$ cat src/rtl/neuron_layer_ctrl.sv
// Sequences one shared neuron datapath across a layer: clear, stream W_NUM BRAM reads, drain, then hold the result.
// All outputs are registered; po_valid trails po_BRAM_en by BRAM_LAT cycles and RESULT stalls until accepted.
module neuron_layer_ctrl #(
  parameter int W_NUM     = 784,
  parameter int N_NEURONS = 16,
  parameter int BRAM_LAT  = 1,
  parameter int ADDR_W    = 10,
  parameter int IDX_W     = 4
) (
  input  logic              pi_clk,
  input  logic              pi_rst,
  input  logic              pi_start,
  input  logic              pi_result_ready,
  output logic              po_BRAM_en,
  output logic [ADDR_W-1:0] po_BRAM_add,
  output logic              po_valid,
  output logic              po_clc_accumulator,
  output logic              po_accumulation_done,
  output logic [IDX_W-1:0]  po_neuron_idx,
  output logic              po_result_valid,
  output logic              po_busy,
  output logic              po_done
);

  typedef enum logic [2:0] {
    IDLE, CLEAR, STREAM, DRAIN, ACC_DONE, RESULT, FINISH
  } state_t;

  localparam logic [ADDR_W-1:0] ADDR_LAST  = ADDR_W'(W_NUM - 1);
  localparam logic [IDX_W-1:0]  IDX_LAST   = IDX_W'(N_NEURONS - 1);
  localparam logic [1:0]        DRAIN_LAST = 2'(BRAM_LAT - 1);

  state_t              state, state_n;
  logic [ADDR_W-1:0]   addr_n;
  logic [IDX_W-1:0]    idx_n;
  logic [1:0]          drain_cnt, drain_cnt_n;
  logic [BRAM_LAT-1:0] valid_sr;

  always_comb begin
    state_n     = state;
    addr_n      = po_BRAM_add;
    idx_n       = po_neuron_idx;
    drain_cnt_n = drain_cnt;
    case (state)
      IDLE: begin
        if (pi_start) begin
          state_n = CLEAR;
          idx_n   = '0;
        end
      end
      CLEAR: begin
        state_n = STREAM;
        addr_n  = '0;
      end
      STREAM: begin
        // Address parks at 0 on exit so the next CLEAR already presents 0.
        if (po_BRAM_add == ADDR_LAST) begin
          state_n     = DRAIN;
          addr_n      = '0;
          drain_cnt_n = '0;
        end else begin
          addr_n = po_BRAM_add + ADDR_W'(1);
        end
      end
      DRAIN: begin
        if (drain_cnt == DRAIN_LAST) begin
          state_n = ACC_DONE;
        end else begin
          drain_cnt_n = drain_cnt + 2'd1;
        end
      end
      ACC_DONE: state_n = RESULT;
      RESULT: begin
        if (pi_result_ready) begin
          if (po_neuron_idx == IDX_LAST) begin
            state_n = FINISH;
          end else begin
            state_n = CLEAR;
            idx_n   = po_neuron_idx + IDX_W'(1);
          end
        end
      end
      FINISH: begin
        state_n = IDLE;
        idx_n   = '0;
      end
      default: state_n = IDLE;
    endcase
  end

  // Outputs are decoded from the next state so every one of them comes straight off a flop.
  always_ff @(posedge pi_clk or negedge pi_rst) begin
    if (!pi_rst) begin
      state                <= IDLE;
      po_BRAM_add          <= '0;
      po_neuron_idx        <= '0;
      drain_cnt            <= '0;
      po_BRAM_en           <= 1'b0;
      po_clc_accumulator   <= 1'b0;
      po_accumulation_done <= 1'b0;
      po_result_valid      <= 1'b0;
      po_busy              <= 1'b0;
      po_done              <= 1'b0;
      valid_sr             <= '0;
    end else begin
      state                <= state_n;
      po_BRAM_add          <= addr_n;
      po_neuron_idx        <= idx_n;
      drain_cnt            <= drain_cnt_n;
      po_BRAM_en           <= (state_n == STREAM);
      po_clc_accumulator   <= (state_n == CLEAR);
      po_accumulation_done <= (state_n == ACC_DONE);
      po_result_valid      <= (state_n == RESULT);
      po_busy              <= (state_n != IDLE);
      po_done              <= (state_n == FINISH);
      valid_sr[0]          <= po_BRAM_en;
      for (int i = 1; i < BRAM_LAT; i++) begin
        valid_sr[i] <= valid_sr[i-1];
      end
    end
  end

  assign po_valid = valid_sr[BRAM_LAT-1];

endmodule

$ cat config.mk
export PLATFORM = sky130hd
export DESIGN_NAME = neuron_layer_ctrl
export DESIGN_NICKNAME = d
export VERILOG_FILES = /design/src/rtl/neuron_layer_ctrl.sv
export SDC_FILE = /design/constraint.sdc
export NUM_CORES = 1
export LEC_CHECK = 0
export ABC_AREA = 1
export BUFFER_PORTS_ARGS = -buffer_cell sky130_fd_sc_hd__buf_2
export CAP_MARGIN = 30
export CORE_MARGIN = 2
export CORE_UTILIZATION = 40
export CTS_CLUSTER_DIAMETER = 80
export DETAILED_ROUTE_END_ITERATION = 8
export GPL_ROUTABILITY_DRIVEN = 1
export GPL_TIMING_DRIVEN = 0
export MAX_ROUTING_LAYER = met4
export PLACE_DENSITY_LB_ADDON = 0.05
export SYNTH_ARGS = -nofsm -noshare
export SYNTH_HDL_FRONTEND = slang
export SYNTH_SLANG_ARGS = --single-unit
$ cat constraint.sdc
create_clock -name pi_clk -period 1.5 [get_ports pi_clk]
set_input_delay 0.15 -clock pi_clk [delete_from_list [all_inputs] [get_ports pi_clk]]
set_output_delay 0.15 -clock pi_clk [all_outputs]
set_load 0.05 [all_outputs]
## Word-level counts from Yosys, hierarchy flattened

Cells that the tools add are included.

- Equality and inequality tests: 18
- Divide/modulo/power cells: 0
- $mul: 0
- Reduce and logical (&&, ||, !) cells: 8
- Multiplexer cells: 15
- Order comparisons: 0
- Shift operators: 0
- Add/sub/neg operators: 3
- Bitwise gates (word level): 0

Operators with widths:

| operator | number |
|---|---|
| $pmux 10 s2 | 1 |
| $eq 3x3->1 const B | 6 |
| $pmux 3 s6 | 1 |
| $mux 3 | 5 |
| $mux 4 | 3 |
| $pmux 4 s3 | 1 |
| $add 10x1->10 const B | 1 |
| $eq 10x10->1 const B | 1 |
| $mux 10 | 1 |
| $ne 2x2->1 const B | 5 |
| $eq 3x2->1 const B | 3 |
| $eq 3x1->1 const B | 2 |
| $reduce_bool 3->1 | 2 |
| $add 4x1->4 const B | 1 |
| $eq 4x4->1 const B | 1 |
| $mux 2 | 2 |
| $pmux 2 s2 | 1 |
| $reduce_and 4->1 | 1 |
| $reduce_bool 2->1 | 2 |
| $logic_not 3->1 | 1 |
| $reduce_and 3->1 | 1 |
| $add 2x1->2 const B | 1 |
| $logic_not 2->1 | 1 |

- RAM bits: 0
- Memory bits (read-only): 0
- Bits of input ports: 4
- Memories kept: 0
- Output and inout port bits: 21
- Register bits: 26
- Word-level logic and storage cells: 55
- Bits in latches: 0

## Logic depth before layout (Yosys ltp)

- Depth in word-level cells: 5
- Gate-level depth with buffers: 9
- Depth with buffers taken out: 9

## Least setup slack after synthesis

No wires, ideal clock.

- Kind: reg-to-reg
- Start point: reg po_BRAM_add[0]
- End point: reg po_BRAM_add[9]
- Data arrival time: 1.604 ns
- Cell stages (with the launch flop): 9
- Setup slack: -0.223 ns
- Path buffers: 0
- Period minus slack after synthesis: 1.723 ns
- Setup time: 0.118 ns
- Required time: 1.382 ns
- Cell sequence: dfrtp_1 -> ha_1 -> nand2_1 -> nor2_4 -> nand3_1 -> nand2_1 -> inv_1 -> nand3_1 -> nand2_1

- Longest elaborated chain between the ends: 3
- Elaborated cells between the ends (all ways): 4
- Classes of those cells: add/sub: 1; eq/ne: 1; mux: 2

Ends and longest elaborated chain:

| item | RTL line | RTL |
|---|---|---|
| start: declaration | 15 | `output logic [ADDR_W-1:0] po_BRAM_add,` |
| start signal: assignment | 107 | `po_BRAM_add <= addr_n;` |
| $add 10x1->10 / $eq 10x10->1 (equally long branches) | 62, 57 |  |
| $mux 10 * | 57 | `if (po_BRAM_add == ADDR_LAST) begin` |
| $pmux 10 s2 * | 44 | `case (state)` |

Every way passes the cells marked *; elsewhere a longest branch is shown, timed or not.
A chain may end at the register's enable or synchronous reset.

## Worst setup path after layout

- Start point: reg state[2]
- End point: reg po_BRAM_add[5]

- Longest elaborated chain between the ends: 2
- Elaborated cells between the ends (all ways): 4
- Classes of those cells: eq/ne: 2; mux: 1; reduce/logical: 1

Ends and longest elaborated chain:

| item | RTL line | RTL |
|---|---|---|
| start: declaration | 33 | `state_t state, state_n;` |
| start signal: assignment | 106 | `state <= state_n;` |
| $eq 3x2->1 / $eq 3x1->1 (equally long branches) | 44 |  |
| $pmux 10 s2 / $reduce_bool 2->1 (equally long branches) | -- |  |

Parallel ways exist; a longest one is shown, timed or not.

==> flow_metrics.py <==
metrics = {
    "flow_run": {
        "cap_violations": 0,
    },
    "floorplan": {
        "fp.dieArea_mm2": 0.004106,
        "ios": 25,
        "start_util_pct": 42.60,
        "die_w_um": 64.08,
        "die_y_um": 64.08,
        "core-area_mm2": 0.003390,
        "num_rows": 21,
    },
    "grt": {
        "antenna_found_initial": 0,
        "groute.layer.met3.usage_pct": 2.465,
        "grt_use_met1_pct": 20.38,
        "grt_max_degree": 27,
        "overflow": 0,
        "grt_pass1_vias": 1289,
        "track_usage_pct": 17.79,
        "grt_pass1_wl_um": 5602,
        "gr-max-usage-layer": "met2",
        "grtUsageMet2_pct": 31.12,
    },
    "sta": {
        "max_freq_mhz": 738.8,
        "period_minus_slack_ns": 1.354,
        "final.setup_skew_ns": 0.02402,
        "worstMarginPinSlew_ns": 0.6019,
        "maxSlewViolCount": 0,
        "finalSetupViolCount": 0,
        "fin_ws_ns": 0.1464,
        "hold_violations": 0,
        "slew_headroom_pct": 59.88,
        "fin_crit_sh_pct": 90.24,
        "hold_slack_ns": 0.1511,
    },
    "min_path": {
        "hp-class": "in2reg",
    },
    "status": {
        "outcome": "finished clean",
    },
    "setup_path": {
        "crit_buf_inv": 2,
        "cp-end-kind": "flip-flop",
        "crit_path_start_kind": "flip-flop",
        "crit_family": "flip-flops",
        "slowest_stage": "dfrtp_2",
        "cp_cell_sequence": "inv_2 -> nand3_2 -> nand2_4 -> inv_1 -> nand2_1 -> o21ai_0",
        "arrival_ns": 1.57,
        "required_ns": 1.72,
        "critical_path.max_stage_delay_ns": 0.48,
        "cp_max_fo": 7,
        "crit_type": "reg2reg",
        "r2r_setup_slack_ns": 0.15,
    },
    "placed_design": {
        "port_buffers": 24,
        "dpl.hpwl_um": 2340,
        "pre_cts_ws_ns": 0.04667,
        "dp_cells": 258,
        "gp_congestion": 0.8629,
    },
    "yosys": {
        "ys_types": 23,
        "synth.top_cells.by_area": "dfrtp_1, nand2_1, inv_1",
        "synth_area_per_cell_um2": 7.680,
        "synth.top_cell.area_share_pct": 45.06,
        "ys_seq_area_share_pct": 45.06,
        "synth-seq-cells": 26,
        "synthCells": 188,
        "netlist_area_mm2": 0.001444,
        "post-synth-top-area-cell": "dfrtp_1",
        "yosys_warnings": 0,
        "synth_nets": 195,
    },
    "drt": {
        "dr.pass1.iters": 4,
        "drc": 0,
        "first_iter_violations": 44,
        "routed_wl_um": 3114,
        "routedWlPerCell_um": 11.66,
        "viasPerCell": 4.816,
        "vias": 1286,
        "ant_nets": 0,
    },
    "cells_and_area": {
        "nNetsFinal": 229,
        "final_cell_count_no_fill": 267,
        "area_growth_pct": 21.14,
        "drive_above_1_share_pct": 27.15,
        "antenna_cells": 0,
        "post-route-util_pct": 51.61,
    },
    "clock_tree": {
        "clkTransAtPathRegs_ns": 0.17,
        "htreeDepth": 1,
        "tritoncts": "built",
        "clock-sinks": 26,
        "cts_buffers": 3,
        "cts_root_buffer": "clkbuf_4",
        "clockBufferDepth": 2,
        "clk_latency_ns": 0.34,
    },
    "power_and_ir_drop": {
        "cellLeakagePower_nw": 0.9716,
        "power.density_mw_per_mm2": 1570,
        "ir_drop_v": 0.0008280,
    },
}
-- routing by layer --
layer  up-vias  part of all wire [%]
met3         9                   4.0
met2        29                    48
met1       589                    45
li1        659                     -
met4         0                   2.9
met5         -                     0
-- report_power, final --
| group | total [W] | internal (W) | leakage [nW] | switching (W) |
|---|---|---|---|---|
| clock | 0.000500 | 0.000271 | 0.0279 | 0.000230 |
| sequential | 0.000974 | 0.000852 | 0.342 | 0.000122 |
| combinational | 0.00127 | 0.000322 | 0.602 | 0.000950 |
| total | 0.00275 | 0.00144 | 0.972 | 0.00130 |
-- state kept, by name, summed over array words and instances, names as in the netlist --
register / flops
po_clc_accumulator: 1
po_BRAM_add: 10
po_result_valid: 1
po_valid: 1
po_done: 1
po_accumulation_done: 1
drain_cnt: 2
po_busy: 1
po_BRAM_en: 1
state: 3
po_neuron_idx: 4
-- final timing paths --
check                                      from                    endpoint  cells after the start
min in group asynchronous                pi_rst  po_BRAM_add[8]$_DFFE_PN0P_                      2
max reg2reg                  state[2]$_DFF_PN0_  po_BRAM_add[5]$_DFFE_PN0P_                      6
min                             pi_result_ready           po_done$_DFF_PN0_                      4
max                          state[2]$_DFF_PN0_  po_BRAM_add[5]$_DFFE_PN0P_                      6
max in group asynchronous                pi_rst  po_BRAM_add[2]$_DFFE_PN0P_                      2
min reg2reg                po_BRAM_en$_DFF_PN0_          po_valid$_DFF_PN0_                      0
-- through the flow --
step / cell area, um^2 / power [W] / setup TNS, ns
final: 1749 / 0.002746 / 0
after global routing: 1749 / 0.002952 / -0.0003306
after CTS: 1703 / 0.002726 / 0
after detailed placement: 1640 / 0.002221 / 0
after global placement: 1640 / 0.002204 / 0
after floorplan: 1463 / 0.001930 / 0
-- kinds of logic after synthesis --
group	after synthesis	share of synthesized area, %
AND/OR/NAND/NOR	109	36.05
XOR/XNOR	5	3.033
buffers and inverters	32	8.405
adder cells (fa/ha/maj)	3	2.600
flip-flops	26	45.06
AO/OA/AOI/OAI	13	4.852
-- placed cells by master (no fill, tap or decap), types with 2 or more instances in the layout --
cell,count
buf_2,25
buf_4,4
clkbuf_4,3
dfrtp_1,20
dfrtp_2,6
inv_1,27
inv_2,4
nand2_1,50
nand2_2,5
nand3_1,19
nand3_2,4
nand4_1,8
nor2_1,15
o21ai_0,6
o21ai_1,3
o22ai_1,2
or2_2,2
xor2_1,4
-- cell type report --
cell class	count	area, um^2
buffer	1	5.005
clock buffer	3	22.52
clock inverter	1	30.03
fill	347	1640
inverter	31	116.4
multi-input combinational	130	699.4
sequential	26	658.1
tap	46	57.56
timing repair buffer	29	160.2
-- Yosys cell counts (all sizes together) --
cell / count
nor2: 18
nand3: 23
xor2: 4
dfrtp: 26
nand4: 8
o21ai: 9
xnor2: 1
a21oi: 1
or2: 3
nand2: 56
inv: 31
buf: 1
o22ai: 2
nor3: 1
o21bai: 1
ha: 3
-- what timing repair did --
| action | 4_1_cts | 5_1_grt |
|---|---|---|
| hold buffers | 1 | 0 |
| setup endpoints to repair | 0 | 7 |
| buffers inserted | 0 | 4 |
| resized for setup | 0 | 7 |
| hold endpoints to repair | 26 | 0 |
-- worst register-to-register path: stages (launching register included) --
cell,delay (ns)
dfrtp_2,0.48
inv_2,0.14
nand3_2,0.18
nand2_4,0.13
inv_1,0.13
nand2_1,0.09
o21ai_0,0.08
No activity file was read; power rests on OpenSTA's default activity.
